$ cat src/rtl/con_reader.sv
`default_nettype none
// ----------------------------------------------------------------------------
// con_reader: polls a SNES-protocol pad and publishes an active-high 16-bit
// button word.  Rev 1.0
// ----------------------------------------------------------------------------
module con_reader #(
  parameter int POLL_CYCLES  = 833333,
  parameter int LATCH_CYCLES = 600,
  parameter int HALF_CYCLES  = 300
) (
  input  logic        clk,
  input  logic        rst,
  input  logic        poll_req,
  input  logic        con_data,
  output logic        con_latch,
  output logic        con_clk,
  output logic [15:0] con_state,
  output logic        state_valid,
  output logic        busy
);

  localparam int PCW    = $clog2(POLL_CYCLES + 1);
  localparam int PH_MAX = (LATCH_CYCLES > HALF_CYCLES) ? LATCH_CYCLES : HALF_CYCLES;
  localparam int CW     = $clog2(PH_MAX + 1);

  localparam logic [PCW-1:0] PC_LAST    = PCW'(POLL_CYCLES - 1);
  localparam logic [CW-1:0]  LATCH_LAST = CW'(LATCH_CYCLES - 1);
  localparam logic [CW-1:0]  HALF_LAST  = CW'(HALF_CYCLES - 1);

  typedef enum logic [2:0] {
    S_IDLE  = 3'd0,
    S_LATCH = 3'd1,
    S_LOW   = 3'd2,
    S_HIGH  = 3'd3,
    S_DONE  = 3'd4
  } state_t;

  state_t          state;
  logic [1:0]      sync_q;
  logic            data_s;
  logic [PCW-1:0]  pc;
  logic [CW-1:0]   cnt;
  logic [3:0]      bi;
  logic [15:0]     shreg;
  logic            pend;
  logic            auto_start;
  logic            req;
  logic            start;

  // Idle line level is high (nothing pressed), so the synchroniser resets to 1.
  always_ff @(posedge clk or posedge rst) begin
    if (rst) begin
      sync_q <= 2'b11;
    end else begin
      sync_q <= {sync_q[0], con_data};
    end
  end

  assign data_s = sync_q[1];

  always_ff @(posedge clk or posedge rst) begin
    if (rst) begin
      pc <= '0;
    end else if (pc == PC_LAST) begin
      pc <= '0;
    end else begin
      pc <= pc + 1'b1;
    end
  end

  assign auto_start = (pc == PC_LAST);
  assign req        = auto_start | poll_req;
  assign start      = req | pend;

  always_ff @(posedge clk or posedge rst) begin
    if (rst) begin
      state       <= S_IDLE;
      cnt         <= '0;
      bi          <= 4'd0;
      shreg       <= 16'h0000;
      pend        <= 1'b0;
      con_latch   <= 1'b0;
      con_clk     <= 1'b1;
      con_state   <= 16'h0000;
      state_valid <= 1'b0;
      busy        <= 1'b0;
    end else begin
      // Requests arriving mid-read collapse into a single pending read.
      if (state == S_IDLE) begin
        if (start) begin
          pend <= 1'b0;
        end
      end else if (req) begin
        pend <= 1'b1;
      end

      case (state)
        S_IDLE: begin
          state_valid <= 1'b0;
          if (start) begin
            state     <= S_LATCH;
            cnt       <= '0;
            shreg     <= 16'h0000;
            con_latch <= 1'b1;
            con_clk   <= 1'b1;
            busy      <= 1'b1;
          end
        end

        S_LATCH: begin
          if (cnt == LATCH_LAST) begin
            state     <= S_LOW;
            cnt       <= '0;
            bi        <= 4'd0;
            con_latch <= 1'b0;
            con_clk   <= 1'b0;
          end else begin
            cnt <= cnt + 1'b1;
          end
        end

        S_LOW: begin
          if (cnt == HALF_LAST) begin
            // Sample as late as possible so the bit has settled through the synchroniser.
            shreg[bi] <= ~data_s;
            state     <= S_HIGH;
            cnt       <= '0;
            con_clk   <= 1'b1;
          end else begin
            cnt <= cnt + 1'b1;
          end
        end

        S_HIGH: begin
          if (cnt == HALF_LAST) begin
            cnt <= '0;
            if (bi == 4'd15) begin
              state       <= S_DONE;
              con_state   <= shreg;
              state_valid <= 1'b1;
            end else begin
              state   <= S_LOW;
              bi      <= bi + 4'd1;
              con_clk <= 1'b0;
            end
          end else begin
            cnt <= cnt + 1'b1;
          end
        end

        S_DONE: begin
          state       <= S_IDLE;
          state_valid <= 1'b0;
          busy        <= 1'b0;
        end

        default: begin
          state       <= S_IDLE;
          con_latch   <= 1'b0;
          con_clk     <= 1'b1;
          state_valid <= 1'b0;
          busy        <= 1'b0;
        end
      endcase
    end
  end

endmodule
`default_nettype wire

$ cat config.mk
export PLATFORM = sky130hd
export DESIGN_NAME = con_reader
export DESIGN_NICKNAME = d
export VERILOG_FILES = /design/src/rtl/con_reader.sv
export SDC_FILE = /design/constraint.sdc
export NUM_CORES = 1
export LEC_CHECK = 0
export ABC_AREA = 0
export CORE_MARGIN = 2
export CORE_UTILIZATION = 48
export DETAILED_ROUTE_END_ITERATION = 10
export HOLD_SLACK_MARGIN = 0.05
export PLACE_DENSITY = 0.67
export SYNTH_ARGS = -nofsm -noshare
export SYNTH_HDL_FRONTEND = slang
export SYNTH_SLANG_ARGS = --single-unit
export TNS_END_PERCENT = 5
$ cat constraint.sdc
create_clock -name clk -period 2.9 [get_ports clk]
set_input_delay 0.58 -clock clk [delete_from_list [all_inputs] [get_ports clk]]
set_output_delay 0.58 -clock clk [all_outputs]
set_load 0.01 [all_outputs]
==> impl_summary.md, run 1 <==
Critical path
Tracing the worst setup path back leads to its startpoint at pc[16]. The kind of start point of the critical path is a flop. For this run, the slowest stage of the critical path takes 0.50 ns. The critical path endpoint category is a flop. The critical path required time is 3.16 ns. The worst reg2reg path depth is 7. The class of the most critical setup path is reg -> reg. Among all stages on the critical path, the largest delay is contributed by sky130_fd_sc_hd__or4b_1. Along the worst path, the maximum fanout reaches 9.

The termination of the worst setup path is shreg[3]. The data arrival time of the critical path is 2.81 ns. The startpoint of the lowest-slack register-to-register path is pc[16]. Across all register-to-register paths, the minimum setup slack is 0.35 ns. The critical path depth in cells is 7.

Counting both buffers and inverters, the worst setup path holds a total of 1. The reg-to-reg endpoint is shreg[3]. Traced cell by cell, the critical path runs through or4b_1, or3_4, o21ai_4, a21oi_2, buf_4, or4b_4, o21ai_1. The dominant delay contributor by cell family on the critical path is simple AND/OR/NAND/NOR gates.

Floorplanning
The floorplan step defined a die boundary enclosing 8150 um^2. The initial utilization of the core area, before any placement, comes to 0.495. In this run the count of I/O pins placed on the die edge is 24.

The floorplan step defined a core boundary enclosing 7210 um^2. The floorplan has 31 rows. In this run the horizontal extent of the chip is 90.3 um. The vertical die dimension is 90.3 um.

Clocking
The tree is rooted in a sky130_fd_sc_hd__clkbuf_8. The post-CTS resize count is 0. Clock tree synthesis inserted a total of 9 buffers. The CTS clock-pin slew for the worst setup and hold paths is 0.08 ns. The post-CTS setup buffer count is 0. The number of hold-repair buffers added at the cts stage is 0.

In this run the deepest clock path goes through 2 buffers. In this run the number of H-tree levels came out at 3. TritonCTS built the clock tree. The number of clock sinks is 76. The clock reaches the later pin of the worst-skew pair after 0.34 ns.

STA
The number of hold violations in the final report is 0. At the pin with the least slew margin, the transition time is 0.655 ns. The final sum of negative setup slack is 0 ns.

Measured against its own limit, the worst slew margin works out to 0.559. The worst path in the final design needs a cycle of 2.55 ns, including I/O delays and setup. The count of pins over their slew limit is 0.

Setup repair after global routing left no endpoint under its margin. Setup violations remaining at the end of the flow were counted as 0. The final period utilization is 0.879. The clock arrives with 0.0141 ns of skew. The fmax is 392 MHz.

Place
Routability-driven placement finished with a final weighted congestion of 0.757. The number of port buffers is 23. The HPWL after detailed placement is 4880 um. The number of placed instances, taps included, is 461.

Pwr
The part of the total power dissipated in sequential elements is 0.534. Summed over all nets, the switching power comes to 411 uW. VDD sags by at most 289 uV.

The internal portion of the total power is 1580 uW. The leakage power of the design is 0.00181 uW. The share of total power in the clock network is 0.451. Dividing total power by cell area gives a power density of 477 nW/um^2. The share of total power dissipated in combinational logic is 0.014. The switching part of the total is 0.206.

Yosys
The average instance in the mapped netlist occupies 10.5 um^2. The cell taking the most area after synthesis is sky130_fd_sc_hd__dfrtp_1. The count of unique library cells instantiated by Yosys is 48. The synthesized netlist cell count is 342. During synthesis, Yosys emitted a total of 0 warnings. For this run, the leading register cell type out of synthesis is sky130_fd_sc_hd__dfrtp_1. The share of async-settable or async-resettable flops after synthesis is 1.00. The sequential area share after synthesis is 0.533. Of the post-synthesis cell area, the dominant cell type holds 0.511. The cell area that synthesis handed to floorplanning was 3570 um^2. In this run, synthesis produced a sequential element count of 76. Ranked by total cell area, the synthesized netlist is headed by sky130_fd_sc_hd__dfrtp_1 51%, sky130_fd_sc_hd__o21ai_0 5.3%, sky130_fd_sc_hd__mux2_2 5.0%, sky130_fd_sc_hd__nor2_1 2.7%, sky130_fd_sc_hd__ha_1 2.5%. The total nets after synthesis is 353.

The number of flops mapped to enable cells by yosys is 0.

Finish
The sequential standard cell area is 1910 um^2. The most common library cell in the layout ignoring fill and taps is sky130_fd_sc_hd__dfrtp_1. The number of inserted filler cells in the final layout is 649.

In the final design database the tool counted 384 nets. The count of antenna diodes in the layout is 0. The final design utilization is 0.579. Of the cells placed in the final design, the portion with a size suffix greater than 1 is 0.140.

The total area of multi-input combinational cells is 1590 um^2. In the layout the commonest cells are 73 x sky130_fd_sc_hd__dfrtp_1, 38 x sky130_fd_sc_hd__o21ai_0, 26 x sky130_fd_sc_hd__nor2_1. The final instance count without filler cells is 477. The area added between synthesis and finish is 16.8%.

Min path
The classification of the worst-slack hold path is reg -> reg. The worst hold path begins at sync_q[0].

Global route
The initial antenna violation count is 0. For this run, the total global-route usage over all layers was measured as 0.186. The first-pass GRT wire length is 12,300 um. The via count of the first global-routing pass was 2,519. Summed over all layers, the global routing overflow is 0. Entering global routing, the biggest net connects 36 pins.

Drt
The per-cell routed wire length is 14.6 um. The post-detailed-routing wire length is 6980 um. The total vias in the final route is 2,595.

In the routed layout, each cell is associated on average with a via count of 5.44. The length of the first detailed-routing pass in iterations is 4. Once detail routing completed, the nets flagged for antenna violations numbered 0.

The detailed router's first-iteration violation count is 75. The detailed-route DRC error count is 0.

Status
The flow ran to the end, and the final reports show no timing, DRC or antenna violations.

Run
The count of max-cap constraint violations is 0.
-- layout make-up --
class | instances | share of cell area
Clock buffer | 12 | 0.0348
Clock inverter | 4 | 0.0177
Inverter | 8 | 0.00719
Multi-Input combinational cell | 246 | 0.380
Sequential cell | 76 | 0.457
Tap cell | 99 | 0.0297
Timing Repair Buffer | 32 | 0.0743
-- worst min-delay path by stage --
stage,endpoint,slack (ns),cells after the start
6_report,sync_q[1],0.36,0
5_1_grt,sync_q[1],0.36,0
4_1_cts,sync_q[1],0.36,0
3_5_place_dp,sync_q[1],0.35,0
3_3_place_gp,sync_q[1],0.35,0
2_1_floorplan,sync_q[1],0.35,0
-- cells by family (layout without fill, tap and decap cells) --
kind of cell / after synthesis / count (layout) / share of synthesized area
and+or+nand+nor: 119 / 119 / 0.188
buffers and inverters: 20 / 56 / 0.0235
DFF: 76 / 76 / 0.533
muxes: 16 / 16 / 0.0504
adders and majority gates: 7 / 7 / 0.0245
xor gates and xnor gates: 19 / 19 / 0.0466
AOI/OAI and AO/OA: 85 / 85 / 0.134
-- registers in the layout, indices dropped and copies added (netlist names), 2 cells and up --
register,count
shreg,16
sync_q,2
pc,20
cnt,10
con_state,16
bi,4
state,3
-- metrics by stage --
| stage | total power [uW] | hold WS (ns) | setup slack (ns) | cell area, um^2 |
|---|---|---|---|---|
| finish | 1990 | 0.358 | 0.350 | 4170 |
| global route | 2060 | 0.363 | 0.232 | 4170 |
| floorplan | 1100 | 0.345 | 0.387 | 3570 |
| global placement | 1110 | 0.347 | 0.406 | 3960 |
| detailed placement | 1110 | 0.347 | 0.357 | 3960 |
| CTS | 2000 | 0.358 | 0.344 | 4170 |
-- power groups by stage --
stage / logic, uW / registers (uW) / clock network, uW
finish: 28.4 / 1060 / 898
global route: 33.8 / 1060 / 968
CTS: 30.4 / 1060 / 910
detailed placement: 30.4 / 1080 / 0
global placement: 29.8 / 1080 / 0
floorplan: 15.4 / 1080 / 0
-- synthesized netlist by cell type (all sizes together) (2+ instances only) --
library cell / count
nor3: 5
or4b: 5
nand4: 3
o21ai: 54
a21oi: 17
and4: 5
ha: 7
dfrtp: 73
nor4b: 2
clkbuf: 10
nor2: 26
dfstp: 3
nand3: 12
nor3b: 2
a31o: 2
nand4b: 2
or3b: 2
buf: 2
or3: 3
nand2: 22
nor2b: 7
xnor2: 10
xor2: 9
nand2b: 9
and3: 8
mux2: 16
inv: 8
a31oi: 4
-- routing by layer --
metal,routed length [um],vias to the layer above,global-route usage
li1,-,1282,-
met1,3290,1268,0.259
met2,3410,40,0.296
met3,252,5,0.0434
met4,25,0,0.0500
met5,0,-,0
-- worst reg2reg max path: stages, from the launching register on --
cell and delay [ns]:
sky130_fd_sc_hd__dfrtp_1 0.42, sky130_fd_sc_hd__or4b_1 0.50, sky130_fd_sc_hd__or3_4 0.39, sky130_fd_sc_hd__o21ai_4 0.20, sky130_fd_sc_hd__a21oi_2 0.12, sky130_fd_sc_hd__buf_4 0.20, sky130_fd_sc_hd__or4b_4 0.50, sky130_fd_sc_hd__o21ai_1 0.15
Power figures use the tool's default switching activity.
==> run 2, diff against run 1 <==
Settings changed: ABC_AREA 0 to 1, PLACE_DENSITY 0.67 to 0.66.
==> run 2 against run 1 <==
Final cell count grew 41%; maximum frequency up 9.9%; count of clock-buffer cells in the layout is 2 higher; die area is 17% higher; synthesized cell count is 57% higher; clock power shrank 10%; clock skew shrank 0.0037 ns; register-to-register slack better by 0.23 ns; via count is 34% higher; power decreased by 4.4%; worst setup slack better by 0.23 ns; final area is 12% higher; largest cell class is now multi-input combinational cells; largest power group unchanged; highest routed layer unchanged.
==> impl_summary.md, run 2 <==
Status
Outcome: complete, no violations (unchanged).

Yosys
The cell taking the most area after synthesis is sky130_fd_sc_hd__dfrtp_1 (unchanged). The synthesized netlist cell count was 538 (was 342). The number of flops mapped to enable cells by yosys came to 0 (unchanged).

The post-synthesis area per instance was 7.82 um^2 (was 10.5 um^2). The multiplexer area fraction after synthesis was 0 (was 0.0504). The share of async-settable or async-resettable flops after synthesis came to 1.00 (unchanged).

The adder and majority gate portion of the synthesized area was 0.0208 (was 0.0245). The total nets after synthesis was 549 (was 353). The most used standard cell by instance count after synthesis is sky130_fd_sc_hd__nand2_1 (was sky130_fd_sc_hd__dfrtp_1). The count of unique library cells instantiated by Yosys came to 35 (was 48). The xor and xnor area share after synthesis is 0.0292 (was 0.0466).

The share of the synthesized area in the top cell type is 0.434 (was 0.511). The yosys synthesis warning count is 0 (unchanged). The dominant combinational cell family by area after synthesis is simple AND/OR/NAND/NOR gates (unchanged). The sequential area share after synthesis is 0.453 (was 0.533).

The simple-gate share of the synthesized area is 0.371 (was 0.188). Synth top cells by count: 168 x sky130_fd_sc_hd__nand2_1, 73 x sky130_fd_sc_hd__dfrtp_1, 50 x sky130_fd_sc_hd__nand3_1 (was 73 x sky130_fd_sc_hd__dfrtp_1, 38 x sky130_fd_sc_hd__o21ai_0, 26 x sky130_fd_sc_hd__nor2_1). Biggest area contributors in the synthesized netlist: sky130_fd_sc_hd__dfrtp_1 43%, sky130_fd_sc_hd__nand2_1 15%, sky130_fd_sc_hd__nand3_1 6.0%, sky130_fd_sc_hd__nand4_1 4.5%, sky130_fd_sc_hd__nor2_1 4.1% (was sky130_fd_sc_hd__dfrtp_1 51%, sky130_fd_sc_hd__o21ai_0 5.3%, sky130_fd_sc_hd__mux2_2 5.0%, sky130_fd_sc_hd__nor2_1 2.7%, sky130_fd_sc_hd__ha_1 2.5%).

The post-synthesis instance area is 4210 um^2 (was 3570 um^2). The dominant register cell in the synthesized netlist is sky130_fd_sc_hd__dfrtp_1 (unchanged). The post-synthesis compound-gate area fraction is 0.0574 (was 0.134). The synthesis-stage register bit count is 76 (unchanged).

Drt
The per-cell routed wire length is 12.8 um (was 14.6 um). The number of vias per cell after detailed routing came to 5.19 (was 5.44). The detailed router's first-iteration violation count was 192 (was 75).

The post-detailed-routing wire length is 8620 um (was 6980 um). The total vias in the final route is 3,482 (was 2,595). The length of the first detailed-routing pass in iterations is 5 (was 4). The detailed-route DRC error count is 0 (unchanged). The number of nets with antenna violations after detailed routing came to 0 (unchanged).

Pwr
The ratio of total power to cell area was 406 nW/um^2 (was 477 nW/um^2). The worst IR drop on VDD is 230 uV (was 289 uV). The leakage power of the design is 0.00219 uW (was 0.00181 uW).

Clocking
The post-CTS resize count is 0 (unchanged). The clock tree from TritonCTS is built (unchanged). The post-CTS setup buffer count is 0 (unchanged). The clock network latency to the later pin of the worst-skew pair is 0.34 ns (about the same). The clock root buffer master is sky130_fd_sc_hd__clkbuf_8 (unchanged).

The number of buffers created by CTS is 9 (unchanged). The number of hold-repair buffers added at the cts stage came to 0 (unchanged). The CTS clock-pin slew for the worst setup and hold paths is 0.07 ns (was 0.08 ns).

The maximum buffer depth of the clock tree is 2 (unchanged). The number of clock sinks was 76 (unchanged). The CTS H-tree depth is 3 (unchanged).

STA
The smallest hold slack is 0.359 ns (was 0.358 ns). The final period utilization is 0.800 (was 0.879). The setup clock skew after layout is 0.0104 ns (was 0.0141 ns).

The fmax was 431 MHz (was 392 MHz). The final number of setup-violating endpoints was 0 (unchanged). The final sum of negative setup slack is 0 ns (unchanged). Unrepaired setup endpoints after global routing: false (unchanged). The minimum clock period after layout was 2.32 ns (was 2.55 ns). The tightest slew margin relative to the limit was 0.439 (was 0.559). The worst path setup slack after routing was 0.579 ns (was 0.350 ns). The number of hold violations in the final report is 0 (unchanged). The count of pins over their slew limit came to 0 (unchanged). The slew at the pin closest to its max-slew limit is 0.835 ns (was 0.655 ns).

Finish
The final instance count without filler cells was 671 (was 477). The number of inserted filler cells in the final layout is 813 (was 649). Largest registers ranked by flip-flop count: pc (20), con_state (16), shreg (16) (unchanged). The count of antenna diodes in the layout is 0 (unchanged).

The area added between synthesis and finish was 11.4% (was 16.8%). The layout cell share with drive strength beyond 1 is 0.0817 (was 0.140). The area of all placed cells without fillers was 4680 um^2 (was 4170 um^2). The most common library cell in the layout ignoring fill and taps was sky130_fd_sc_hd__nand2_1 (was sky130_fd_sc_hd__dfrtp_1). Commonest non-fill, non-tap cells in the layout: 168 x sky130_fd_sc_hd__nand2_1, 73 x sky130_fd_sc_hd__dfrtp_1, 50 x sky130_fd_sc_hd__nand3_1 (was 73 x sky130_fd_sc_hd__dfrtp_1, 38 x sky130_fd_sc_hd__o21ai_0, 26 x sky130_fd_sc_hd__nor2_1). The number of flip-flops under the largest register name is 20 (unchanged). The number of nets at the end of the flow is 569 (was 384). The top register by number of flip-flops is pc (unchanged).

Critical path
The startpoint of the lowest-slack register-to-register path is cnt[0] (was pc[16]). The worst reg2reg path depth was 8 (was 7). The register-to-register setup slack is 0.58 ns (was 0.35 ns).

The startpoint of the most critical setup path is cnt[0] (was pc[16]). The data arrival time of the critical path is 2.55 ns (was 2.81 ns). The worst-path maximum fanout is 33 (was 9).

The kind of start point of the critical path is a flop (unchanged). The critical path required time is 3.13 ns (was 3.16 ns). The class of the most critical setup path is reg -> reg (unchanged).

The critical path endpoint category was a flop (unchanged).

Global route
The initial antenna violation count is 0 (unchanged). The first-pass GRT wire length is 15,400 um (was 12,300 um). The all-layer global routing usage came to 0.195 (was 0.186). The total overflow reported by the global router is 0 (unchanged).

The via count of the first global-routing pass is 3,357 (was 2,519). The largest net degree at the start of global routing was 34 (was 36).

Min path
The instance count along the most critical hold path is 0 (unchanged). The classification of the worst-slack hold path is reg -> reg (unchanged). The beginning of the worst hold path is sync_q[0] (unchanged).

Floorplanning
The vertical die dimension is 97.6 um (was 90.3 um). The number of standard-cell rows in the floorplan is 34 (was 31). The floorplan die area came to 9530 um^2 (was 8150 um^2). The initial core utilization is 0.489 (was 0.495). The x dimension of the die came to 97.6 um (was 90.3 um).

The top-level I/O count is 24 (unchanged). The area of the core is 8590 um^2 (was 7210 um^2).

Place
The cell total after placement is 655 (was 461). The cell area after placement is 4490 um^2 (was 3960 um^2). The HPWL after detailed placement came to 6380 um (was 4880 um).

The placer's final routability congestion estimate is 0.924 (was 0.757). The number of port buffers is 23 (unchanged). The worst setup slack before clock tree synthesis came to 0.571 ns (was 0.357 ns).

Run
The count of max-cap constraint violations was 0 (unchanged).
[run 2: path summary, 6_finish.rpt]
| kind | endpoint |
|---|---|
| max in group asynchronous | con_clk |
| worst min register to register | sync_q[1] |
| min in group asynchronous | pc[8] |
| worst max-delay path | shreg[13] |
| worst min-delay path | sync_q[1] |
| worst max register to register | shreg[13] |
[run 2: per-stage QoR]
step	util	total power, uW
2_1_floorplan	-	1100
3_3_place_gp	0.522	1120
3_5_place_dp	0.522	1120
4_1_cts	0.545	1930
5_1_grt	0.545	1990
6_report	0.545	1900
[run 2: cell type report]
class | count | area (um^2) | share of cell area
clock inverter | 2 | 35.0 | 0.00748
timing repair buffer | 27 | 273 | 0.0582
inverter | 43 | 161 | 0.0345
clock buffer | 14 | 163 | 0.0347
multi-input combinational | 401 | 2010 | 0.429
tap | 108 | 135 | 0.0288
sequential | 76 | 1910 | 0.407
[run 2: report_power, final]
| group | total (uW) | switching [uW] | leakage, uW | internal [uW] |
|---|---|---|---|---|
| Clock | 807 | 362 | 0.000101 | 445 |
| Combinational | 29.9 | 21.6 | 0.00109 | 8.22 |
| Sequential | 1070 | 3.29 | 0.00101 | 1060 |
[run 2: critical path, cell delays in order, from the launching register on]
cell and delay, ns:
sky130_fd_sc_hd__dfrtp_1 0.45, sky130_fd_sc_hd__ha_1 0.23, sky130_fd_sc_hd__nand2_1 0.07, sky130_fd_sc_hd__nor2_1 0.17, sky130_fd_sc_hd__nand3_4 0.28, sky130_fd_sc_hd__o21ai_4 0.69, sky130_fd_sc_hd__nand3_1 0.18, sky130_fd_sc_hd__nand2_1 0.10
sky130_fd_sc_hd__nand2_1 0.05
[run 2: cells by family (layout without fill, tap and decap cells)]
logic type                 after synthesis  after routing
and+or+nand+nor                        336            336
DFF                                     76             76
buffers and inverters                   61             86
AOI/OAI and AO/OA                       44             44
xor gates and xnor gates                14             14
adders and majority gates                7              7
[run 2: routing by layer]
metal  GRT usage  up-vias  part of all wire
met1       0.281     1581              0.50
met5           0        -                 0
met4      0.0694        0             0.011
met2       0.295       70              0.44
met3      0.0388        9             0.050
li1            -     1822                 -
==> run 3, diff against run 2 <==
Clock period 2.9 ns to 2.2 ns, I/O delays scaled along.
==> run 3 against run 2 <==
First-iteration DRC count is 22% higher; largest power group unchanged; core utilization is 0.67 points higher; critical endpoint is now shreg[6]; worst setup slack worse by 0.34 ns; count of clock-buffer cells in the layout is 3 lower.
==> impl_summary.md, run 3 (synthesized netlist as in run 2, its figures left out) <==
Finish
The top register by number of flip-flops is pc (unchanged). Largest registers ranked by flip-flop count: pc (20), con_state (16), shreg (16) (unchanged). The number of flip-flops under the largest register name was 20 (unchanged). The most common library cell in the layout ignoring fill and taps was sky130_fd_sc_hd__nand2_1 (unchanged).

The layout cell share with drive strength beyond 1 came to 0.0887 (was 0.0817). Commonest non-fill, non-tap cells in the layout: 168 x sky130_fd_sc_hd__nand2_1, 73 x sky130_fd_sc_hd__dfrtp_1, 50 x sky130_fd_sc_hd__nand3_1 (unchanged). The area added between synthesis and finish came to 12.8% (was 11.4%). The number of nets at the end of the flow was 571 (was 569). The count of antenna diodes in the layout was 0 (unchanged).

The number of inserted filler cells in the final layout is 821 (was 813).

Floorplanning
The x dimension of the die is 97.6 um (unchanged). The top-level I/O count was 24 (unchanged). The area of the core was 8590 um^2 (unchanged). The number of standard-cell rows in the floorplan came to 34 (unchanged). The vertical die dimension was 97.6 um (unchanged). The initial core utilization is 0.489 (unchanged). The floorplan die area came to 9530 um^2 (unchanged).

STA
The count of pins over their slew limit is 0 (unchanged). The slew at the pin closest to its max-slew limit is 0.423 ns (was 0.835 ns). The final number of setup-violating endpoints is 0 (unchanged).

The final period utilization is 0.892 (was 0.800). The setup clock skew after layout came to 0.00704 ns (was 0.0104 ns). The tightest slew margin relative to the limit is 0.716 (was 0.439). The number of hold violations in the final report was 0 (unchanged). The fmax is 510 MHz (was 431 MHz). Unrepaired setup endpoints after global routing: false (unchanged). The minimum clock period after layout is 1.96 ns (was 2.32 ns). The final sum of negative setup slack is 0 ns (unchanged).

Critical path
The critical path endpoint category is a flop (unchanged). The cell with the largest stage delay on the worst path is sky130_fd_sc_hd__dfrtp_1 (was sky130_fd_sc_hd__o21ai_4). The kind of start point of the critical path is a flop (unchanged).

The worst-path maximum fanout is 30 (was 33). The dominant delay contributor by cell family on the critical path was simple AND/OR/NAND/NOR gates (unchanged). Sequence of cells on the critical path: inv_1, ha_1, nand3_1, nor2_1, nand3_2, nand3_2, buf_12, nand3_1, nand2_1, nand2_1 (was ha_1, nand2_1, nor2_1, nand3_4, o21ai_4, nand3_1, nand2_1, nand2_1). The register-to-register setup slack is 0.24 ns (was 0.58 ns). The count of buffer and inverter cells on the critical path was 2 (was 0).

The startpoint of the lowest-slack register-to-register path is pc[0] (was cnt[0]). The critical path required time is 2.44 ns (was 3.13 ns). The maximum cell stage delay along the critical path is 0.46 ns (was 0.69 ns).

The class of the most critical setup path is reg -> reg (unchanged). The data arrival time of the critical path came to 2.20 ns (was 2.55 ns). The worst reg2reg path depth is 10 (was 8). The reg-to-reg endpoint is shreg[6] (was shreg[13]).

Pwr
The worst IR drop on VDD is 275 uV (was 230 uV). The part of the total power dissipated in sequential elements was 0.532 (was 0.560). The ratio of total power to cell area came to 556 nW/um^2 (was 406 nW/um^2). The sum of internal, switching and leakage power is 2640 uW (was 1900 uW).

The share of total power in the clock network is 0.454 (was 0.424). The combinational fraction of design power is 0.014 (was 0.016). The net switching component of the power came to 537 uW (was 387 uW). The switching part of the total is 0.204 (about the same).

The leakage power of the design is 0.00222 uW (was 0.00219 uW). The internal cell power is 2100 uW (was 1520 uW).

Min path
The classification of the worst-slack hold path was reg -> reg (unchanged). The beginning of the worst hold path is sync_q[0] (unchanged). The instance count along the most critical hold path was 0 (unchanged). The end of the worst hold path was sync_q[1] (unchanged).

Clocking
The number of hold-repair buffers added at the cts stage is 0 (unchanged). The post-CTS resize count is 0 (unchanged). The CTS H-tree depth is 3 (unchanged). The CTS clock-pin slew for the worst setup and hold paths is 0.07 ns (about the same). The clock network latency to the later pin of the worst-skew pair is 0.35 ns (was 0.34 ns).

The number of buffers created by CTS is 9 (unchanged). The post-CTS setup buffer count is 0 (unchanged). The clock root buffer master is sky130_fd_sc_hd__clkbuf_8 (unchanged). The number of clock sinks is 76 (unchanged). The maximum buffer depth of the clock tree was 2 (unchanged). The clock tree from TritonCTS is built (unchanged).

Global route
The all-layer global routing usage is 0.192 (was 0.195). The largest net degree at the start of global routing is 77 (was 34). The via count of the first global-routing pass is 3,307 (was 3,357).

The total overflow reported by the global router is 0 (unchanged). The first-pass GRT wire length was 15,100 um (was 15,400 um). The initial antenna violation count is 0 (unchanged).

Run
The count of max-cap constraint violations came to 0 (unchanged).

Place
The number of port buffers was 23 (unchanged). The HPWL after detailed placement is 6050 um (was 6380 um). The placer's final routability congestion estimate was 0.913 (was 0.924).

Drt
The per-cell routed wire length was 12.7 um (was 12.8 um). The length of the first detailed-routing pass in iterations is 4 (was 5). The detailed router's first-iteration violation count is 235 (was 192). The post-detailed-routing wire length came to 8530 um (was 8620 um). The number of nets with antenna violations after detailed routing came to 0 (unchanged). The total vias in the final route is 3,491 (was 3,482). The detailed-route DRC error count came to 0 (unchanged). The number of vias per cell after detailed routing was 5.19 (about the same).

Status
Outcome: complete, no violations (unchanged).
run 3: changes by cell type in the layout (fill, tap and decap cells not counted):
cell                         before  now
sky130_fd_sc_hd__buf_12           1    2
sky130_fd_sc_hd__clkbuf_1         3    0
sky130_fd_sc_hd__buf_4            3    4
sky130_fd_sc_hd__clkinvlp_4       0    2
sky130_fd_sc_hd__bufinv_16        1    2
sky130_fd_sc_hd__inv_2            4    3
run 3: cell type report:
cell class | count | area, um^2 | share of cell area
sequential | 76 | 1910 | 0.402
clock inverter | 4 | 72.6 | 0.0153
multi-input combinational | 401 | 2010 | 0.424
tap | 108 | 135 | 0.0285
inverter | 43 | 165 | 0.0348
clock buffer | 11 | 151 | 0.0319
timing repair buffer | 29 | 300 | 0.0633
run 3: worst max path at each step:
stage	slack, ns	start	end	cells after the start
2_1_floorplan	0.59	cnt[0]	shreg[0]	9
3_3_place_gp	0.27	pc[0]	shreg[15]	10
3_5_place_dp	0.26	pc[0]	shreg[5]	10
4_1_cts	0.25	pc[0]	shreg[15]	10
5_1_grt	0.08	pc[0]	shreg[9]	10
6_report	0.24	pc[0]	shreg[6]	10
run 3: power groups by stage:
stage / Combinational [uW] / Sequential [uW] / Clock [uW]
finish: 36.8 / 1400 / 1200
CTS: 39.9 / 1400 / 1230
floorplan: 24.7 / 1430 / 0
detailed placement: 40.1 / 1430 / 0
global placement: 38.9 / 1430 / 0
global route: 43.8 / 1400 / 1280
run 3: routing by layer:
layer / vias up / global-route usage / share of wire
met1: 1598 / 0.285 / 0.52
li1: 1815 / - / -
met4: 0 / 0.0801 / 0.016
met5: - / 0 / 0
met3: 10 / 0.0266 / 0.033
met2: 68 / 0.284 / 0.43
run 3: through the flow:
| stage | util | hold slack, ns | area, um^2 | setup slack, ns | std cells |
|---|---|---|---|---|---|
| floorplan | - | 0.345 | 4210 | 0.588 | 538 |
| global placement | 0.526 | 0.346 | 4520 | 0.271 | 657 |
| detailed placement | 0.526 | 0.347 | 4520 | 0.260 | 657 |
| CTS | 0.552 | 0.358 | 4740 | 0.247 | 672 |
| global route | 0.552 | 0.364 | 4740 | 0.0775 | 672 |
| finish | 0.552 | 0.358 | 4740 | 0.238 | 672 |
